[src/rtl/carry_lookahead_adder.sv]
// Registered two's-complement adder built on a multi-level 4-way carry-lookahead tree.
// Produces sum = a + b + cin (mod 2^WIDTH), the unsigned carry-out and the signed overflow flag.
module carry_lookahead_adder #(
    parameter int WIDTH = 32  // must be a multiple of 4
) (
    input  logic             clk,
    input  logic             rst_n,
    input  logic [WIDTH-1:0] a,
    input  logic [WIDTH-1:0] b,
    input  logic             cin,
    output logic [WIDTH-1:0] sum,
    output logic             cout,
    output logic             overflow
);

    // No valid/ready handshake: every rising edge is one transaction, and the
    // result of the operands sampled at an edge is on the outputs after that edge.

    // Each tree level reduces its node count by four until a single root remains.
    function automatic int level_count(input int w);
        int n;
        int l;
        n = w;
        l = 0;
        while (n > 1) begin
            n = (n + 3) / 4;
            l = l + 1;
        end
        return l;
    endfunction

    localparam int NLVL = level_count(WIDTH);
    // Slot count per level; spare slots hold a neutral node (propagate=1, generate=0).
    localparam int AW   = WIDTH + 4;
    localparam int NSLOT = AW / 4;

    // Group generate/propagate of four children, written as a flat sum of products.
    function automatic logic [1:0] group_pg(input logic [3:0] p4, input logic [3:0] g4);
        logic gp;
        logic gg;
        gp = &p4;
        gg = g4[3]
           | (p4[3] & g4[2])
           | (p4[3] & p4[2] & g4[1])
           | (p4[3] & p4[2] & p4[1] & g4[0]);
        return {gp, gg};
    endfunction

    // Carries into the four children from the carry entering their parent.
    function automatic logic [3:0] lookahead(input logic [3:0] p4, input logic [3:0] g4,
                                             input logic ci);
        logic c1;
        logic c2;
        logic c3;
        c1 = g4[0] | (p4[0] & ci);
        c2 = g4[1] | (p4[1] & g4[0]) | (p4[1] & p4[0] & ci);
        c3 = g4[2] | (p4[2] & g4[1]) | (p4[2] & p4[1] & g4[0])
           | (p4[2] & p4[1] & p4[0] & ci);
        return {c3, c2, c1, ci};
    endfunction

    logic [WIDTH-1:0] p;
    logic [WIDTH-1:0] g;
    logic [AW-1:0]    gp_lv [0:NLVL];
    logic [AW-1:0]    gg_lv [0:NLVL];
    logic [AW-1:0]    c_lv  [0:NLVL];
    logic [WIDTH-1:0] carry;
    logic             carry_msb_out;
    logic [WIDTH-1:0] sum_next;
    logic             cout_next;
    logic             overflow_next;

    assign p = a ^ b;
    assign g = a & b;

    always_comb begin
        logic [1:0] pg;
        for (int l = 0; l <= NLVL; l++) begin
            gp_lv[l] = '1;
            gg_lv[l] = '0;
            c_lv[l]  = '0;
        end
        gp_lv[0][WIDTH-1:0] = p;
        gg_lv[0][WIDTH-1:0] = g;

        // Upward pass: group propagate/generate at every level of the tree.
        for (int l = 1; l <= NLVL; l++) begin
            for (int j = 0; j < NSLOT; j++) begin
                pg = group_pg(gp_lv[l-1][4*j +: 4], gg_lv[l-1][4*j +: 4]);
                gp_lv[l][j] = pg[1];
                gg_lv[l][j] = pg[0];
            end
        end

        // Downward pass: each node hands lookahead carries to its children.
        c_lv[NLVL][0] = cin;
        for (int l = NLVL; l >= 1; l--) begin
            for (int j = 0; j < NSLOT; j++) begin
                c_lv[l-1][4*j +: 4] = lookahead(gp_lv[l-1][4*j +: 4],
                                                gg_lv[l-1][4*j +: 4],
                                                c_lv[l][j]);
            end
        end
    end

    assign carry         = c_lv[0][WIDTH-1:0];
    assign carry_msb_out = gg_lv[NLVL][0] | (gp_lv[NLVL][0] & cin);

    assign sum_next      = p ^ carry;
    assign cout_next     = carry_msb_out;
    assign overflow_next = carry_msb_out ^ carry[WIDTH-1];

    always_ff @(posedge clk or negedge rst_n) begin
        if (!rst_n) begin
            sum      <= '0;
            cout     <= 1'b0;
            overflow <= 1'b0;
        end else begin
            sum      <= sum_next;
            cout     <= cout_next;
            overflow <= overflow_next;
        end
    end

endmodule

[config.mk]
export PLATFORM = sky130hd
export DESIGN_NAME = carry_lookahead_adder
export DESIGN_NICKNAME = d
export VERILOG_FILES = /design/src/rtl/carry_lookahead_adder.sv
export SDC_FILE = /design/constraint.sdc
export NUM_CORES = 1
export LEC_CHECK = 0
export ABC_AREA = 1
export CORE_ASPECT_RATIO = 2
export CORE_MARGIN = 4
export CORE_UTILIZATION = 40
export CTS_CLUSTER_DIAMETER = 200
export CTS_CLUSTER_SIZE = 10
export DETAILED_ROUTE_END_ITERATION = 7
export GPL_TIMING_DRIVEN = 0
export PLACE_DENSITY = 0.77
export SKIP_LAST_GASP = 1
export SYNTH_ARGS = -nofsm -noshare
export SYNTH_HDL_FRONTEND = slang
export SYNTH_SLANG_ARGS = --single-unit
[constraint.sdc]
create_clock -name clk -period 0.8 [get_ports clk]
set_input_delay 0.24 -clock clk [delete_from_list [all_inputs] [get_ports clk]]
set_output_delay 0.24 -clock clk [all_outputs]
set_load 0.02 [all_outputs]
-- After elaboration in Yosys (flattened, before gate mapping)
Cells that the tools add are included.
- bits of input ports: 67
- output and inout bits: 34
- register bits after elaboration: 34
- bitwise gates (word level): 240
- reductions and logical operators: 11
- operators by type and width (kind ; count):
    bitwise AND 1 bit ; 143
    OR 1 bit ; 93
    XOR 32 bit ; 2
    bitwise AND 32 bit ; 1
    AND reduction 16 bit ; 2
    AND reduction 32 bit ; 1
    AND reduction 4 bit ; 8
    XOR 1 bit ; 1

-- Logic depth before layout (Yosys ltp)
Gate-level depths: netlist of the first run.
- depth after elaboration: 15
- gate-level depth with buffers: 15
- depth with buffers taken out: 15

-- Least setup slack after synthesis of the first run
No wires, ideal clock.
- path kind: input to register
- start: input port a[6]
- end: register sum[21]
- data required time: 0.674 ns
- library setup time: 0.126 ns
- buffers on the path: 0
- arrival: 1.832 ns
- stages: 11
- slack: -1.158 ns
- cell sequence: ha_1 -> nand3_1 -> nand3_1 -> nor2_1 -> nand2_1 -> nand2_1 -> nand3_4 -> nand2_2 -> nand2_4 -> fa_1 -> xor2_1
- longest elaborated chain between the ends: 14
- elaborated cells between the ends (all ways): 24
- RTL lines (item ; line ; source):
    start: declaration ; 8 ; input logic [WIDTH-1:0] a,
    bitwise AND 32 bit or XOR 32 bit (tied branches) ; 74, 73 ;
    bitwise AND 1 bit (on tied branches) ; 43, 44, 45 ;
    OR 1 bit (tied with other cells) ; 43 ; | (p4[3] & g4[2])
    OR 1 bit or bitwise AND 1 bit (tied branches) ; 44, 45 ;
    OR 1 bit ; 45 ; | (p4[3] & p4[2] & p4[1] & g4[0]);
    bitwise AND 1 bit ; 44 ; | (p4[3] & p4[2] & g4[1])
    OR 1 bit ; 44 ;
    OR 1 bit ; 45 ;
    OR 1 bit (*) ; 55 ; c1 = g4[0] | (p4[0] & ci);
    bitwise AND 1 bit (*) ; 55 ;
    OR 1 bit (*) ; 55 ;
    bitwise AND 1 bit (*) ; 55 ;
    OR 1 bit (*) ; 55 ;
    XOR 32 bit (*) ; 109 ; assign sum_next = p ^ carry;
    named net sum_next[21] ; 69 ; logic [WIDTH-1:0] sum_next;
    end signal: assignment ; 119 ; sum <= sum_next;
    end: declaration ; 11 ; output logic [WIDTH-1:0] sum,
The timed path passes the listed nets; every way through them passes the cells marked *.

-- Worst setup path after layout of the first run
- start: input port a[3]
- end: register sum[29]
- longest elaborated chain between the ends: 13
- elaborated cells between the ends (all ways): 20
- RTL lines (item ; line ; source):
    XOR 32 bit ; 73 ; assign p = a ^ b;
    bitwise AND 1 bit (on tied branches) ; 43, 44, 45 ;
    OR 1 bit (tied with other cells) ; 43 ;
    OR 1 bit or bitwise AND 1 bit (tied branches) ; 44, 45 ;
    OR 1 bit ; 45 ;
    bitwise AND 1 bit ; 45 ;
    OR 1 bit ; 45 ;
    OR 1 bit (*) ; 55 ;
    bitwise AND 1 bit (*) ; 58 ; | (p4[2] & p4[1] & p4[0] & ci);
    OR 1 bit (*) ; 58 ;
    bitwise AND 1 bit (*) ; 55 ;
    OR 1 bit (*) ; 55 ;
    XOR 32 bit (*) ; 109 ;
    named net sum_next[29] ; 69 ;
Marks and branches as above.

==> run_results.csv, run 1 <==
group,metric,value,unit
status,outcome,"finished with violations",
status,violations,"setup timing",
place,io_buffer_count,100,
sta,hold_viol_final,0,
place,dp_worst_setup_slack,-1740,ps
yosys,ys_seq_area_share,32.8,%
yosys,ys_top_cells_by_area,"dfrtp_1, ha_1, nand2_1",
sta,max_freq,545,MHz
route,drt-initial-drc-count,135,
pwr,power_density,1640,mW/mm²
sta,worst_pin_slew,861,ps
pwr,comb_power_share,49.5,%
setup_path,arrival,2000,ps
setup_path,critical_path_required,970,ps
yosys,syn_area_per_cell,8.40,µm²
cells_and_area,antenna_cells,0,
yosys,yosysTopAreaCell,"dfrtp_1",
floorplanning,num_rows,41,
sta,setup-violations-final,66,
place,dp_hpwl,5790,µm
cells_and_area,finish.utilization,85.1,%
global_routing,grt-ovfl-total,0,
floorplanning,io-pin-count,101,
pwr,p_sw_share,35.8,%
yosys,async_flop_share,100,%
yosys,yosys.area.top_type_share,32.8,%
yosys,netlist_area,0.00259,mm²
yosys,synthCells,309,
sta,rsz0062_at_grt,"yes",
global_routing,grt_pass1_wl,14600,µm
cells_and_area,area_delta_synth_final,107,%
setup_path,crit_type,"input port to flop",
clocking,ctsLongestPathBuffers,2,
global_routing,grt_pass1_vias,3219,
sta,whs,64.4,ps
clocking,cts_buffers,5,
yosys,synth-edff-count,0,
pwr,switchingPower,3.16,mW
sta,fin_setup_tns,-33690,ps
global_routing,gr-usage-all-layers,24.3,%
clocking,cts_root_buf,"clkbuf_16",
yosys,synth-seq-cells,34,
pwr,p_seq_share,25.5,%
clocking,cts.htree.levels,2,
route,viasPerCell,5.15,
pwr,p_leak,2.65,nW
clocking,postCtsHoldBufs,0,
yosys,synth_cell_types,25,
pwr,finalPower,8.82,mW
pwr,vdd_ir_drop_max,1.44,mV
floorplanning,coreArea,0.00631,mm²
sta,min_period,1830,ps
flow_run,max_cap_violations,0,
clocking,clock-sinks,34,
route,drtPass1Iterations,4,
sta,slew_viol_final,0,
sta,min_period_over_period,229,%
setup_path,start_kind,"input port",
yosys,synth_warnings,0,
sta,relSlewSlack,42.6,%
global_routing,antenna_found_initial,0,
min_path,min_path_type,"input port to async pin",
clocking,cts_tree,"yes",
floorplanning,die_w,65.0,µm
place,routabilityCongestion,0.791,
floorplanning,start_util,41.1,%
yosys,synth.net_count,416,
route,final_antenna_net_count,0,
floorplanning,dieArea,0.00792,mm²
clocking,path_clk_slew,60,ps
route,drt_wl_total,10300,µm
sta,fin_ws,-1030,ps
pwr,p_clk_share,24.9,%
route,routedWlPerCell,18.2,µm
cells_and_area,nets,586,
setup_path,end_kind,"flop",
floorplanning,die_h,122,µm
global_routing,grt_max_degree,35,
cells_and_area,drive_gt1_share,68.5,%
pwr,intPower,5.66,mW
yosys,synth-main-ff-cell,"dfrtp_1",
route,drc,0,
route,vias,2916,
setup_path,worst-path-max-fanout,4,
per-stage QoR:
stage / area (µm²) / std cells
2_1_floorplan: 3010 / 309
3_3_place_gp: 4120 / 495
3_5_place_dp: 4120 / 495
4_1_cts: 5080 / 557
5_1_grt: 5370 / 566
6_report: 5370 / 566
area by class of cell:
type / instances / area, µm²
multi-input combinational: 233 / 2600
timing repair buffer: 163 / 1470
fill: 329 / 941
sequential: 34 / 851
inverter: 42 / 173
clock buffer: 8 / 166
tap: 86 / 108
metal layers:
layer / routed length [µm] / up-vias / track usage [%]
met2: 6170 / 110 / 48.9
met1: 3100 / 1436 / 20.5
li1: - / 1328 / -
met3: 499 / 42 / 5.17
met5: 0 / - / 0
met4: 529 / 0 / 14.2
cell usage after synthesis, drive strengths merged (2+ instances only):
cell type / n
fa: 8
xor2: 12
nand3: 33
nor3: 2
inv: 42
nand3b: 2
dfrtp: 34
nor2: 27
nand2: 88
a21o: 2
xnor2: 3
ha: 32
a21oi: 19
critical path, stage by stage:
cell and delay (ps):
buf_6 100, ha_4 260, nand2_4 80, inv_2 40
nand2_2 80, nand2_2 70, nand2_2 100, nand2_2 70
nand2_2 90, nand3_4 150, nand2_4 120, nand2_4 60
fa_2 390, xor2_1 160
worst paths after layout:
kind / start / to / slack, ps / depth (start not counted)
min in group clk: b[28] / sum[28] / 290 / 2
max in group asynchronous: rst_n / sum[2] / 190 / 1
min: rst_n / sum[24] / 60 / 1
max: a[3] / sum[29] / -1030 / 14
timing repair:
item	in CTS	in global routing
resized for setup	537	70
endpoints found under the setup margin	68	67
pin swaps	87	66
setup buffers	55	13
cloned	0	0
cells by family after synthesis:
kind of cell / after synthesis / synth area share [%]
AO/OA/AOI/OAI: 24 / 5.50
XOR/XNOR: 15 / 5.06
adder cells (fa/ha/maj): 40 / 21.6
buffers and inverters: 42 / 6.08
flip-flops: 34 / 32.8
AND/OR/NAND/NOR: 154 / 29.0
layout by cell type (no fill, tap or decap), drive strengths merged, types with 3 or more instances in the layout:
cell	instances
inv	42
nand2	88
xnor2	3
fa	8
buf	141
a21oi	19
nor2	27
dfrtp	34
clkdlybuf4s15	10
clkbuf	13
nand3	33
xor2	12
dlygate4sd2	7
ha	32
registers in the layout (all words and copies together) (netlist names):
name,cells
sum,32
cout,1
overflow,1
power groups by stage:
stage | Clock, mW | Sequential [mW] | Combinational (mW)
final | 2.20 | 2.25 | 4.37
after global routing | 2.26 | 2.28 | 4.63
after CTS | 2.20 | 2.25 | 3.94
after detailed placement | 0 | 2.20 | 3.17
after global placement | 0 | 2.19 | 3.10
after floorplan | 0 | 2.65 | 1.24
Note: power is estimated with default switching activity, not from simulation.
==> run 2: changes to the inputs <==
Settings changed: CAP_MARGIN set to 20.
==> results of run 2 <==
Final layout, timing and power as in run 1 (identical DEF).
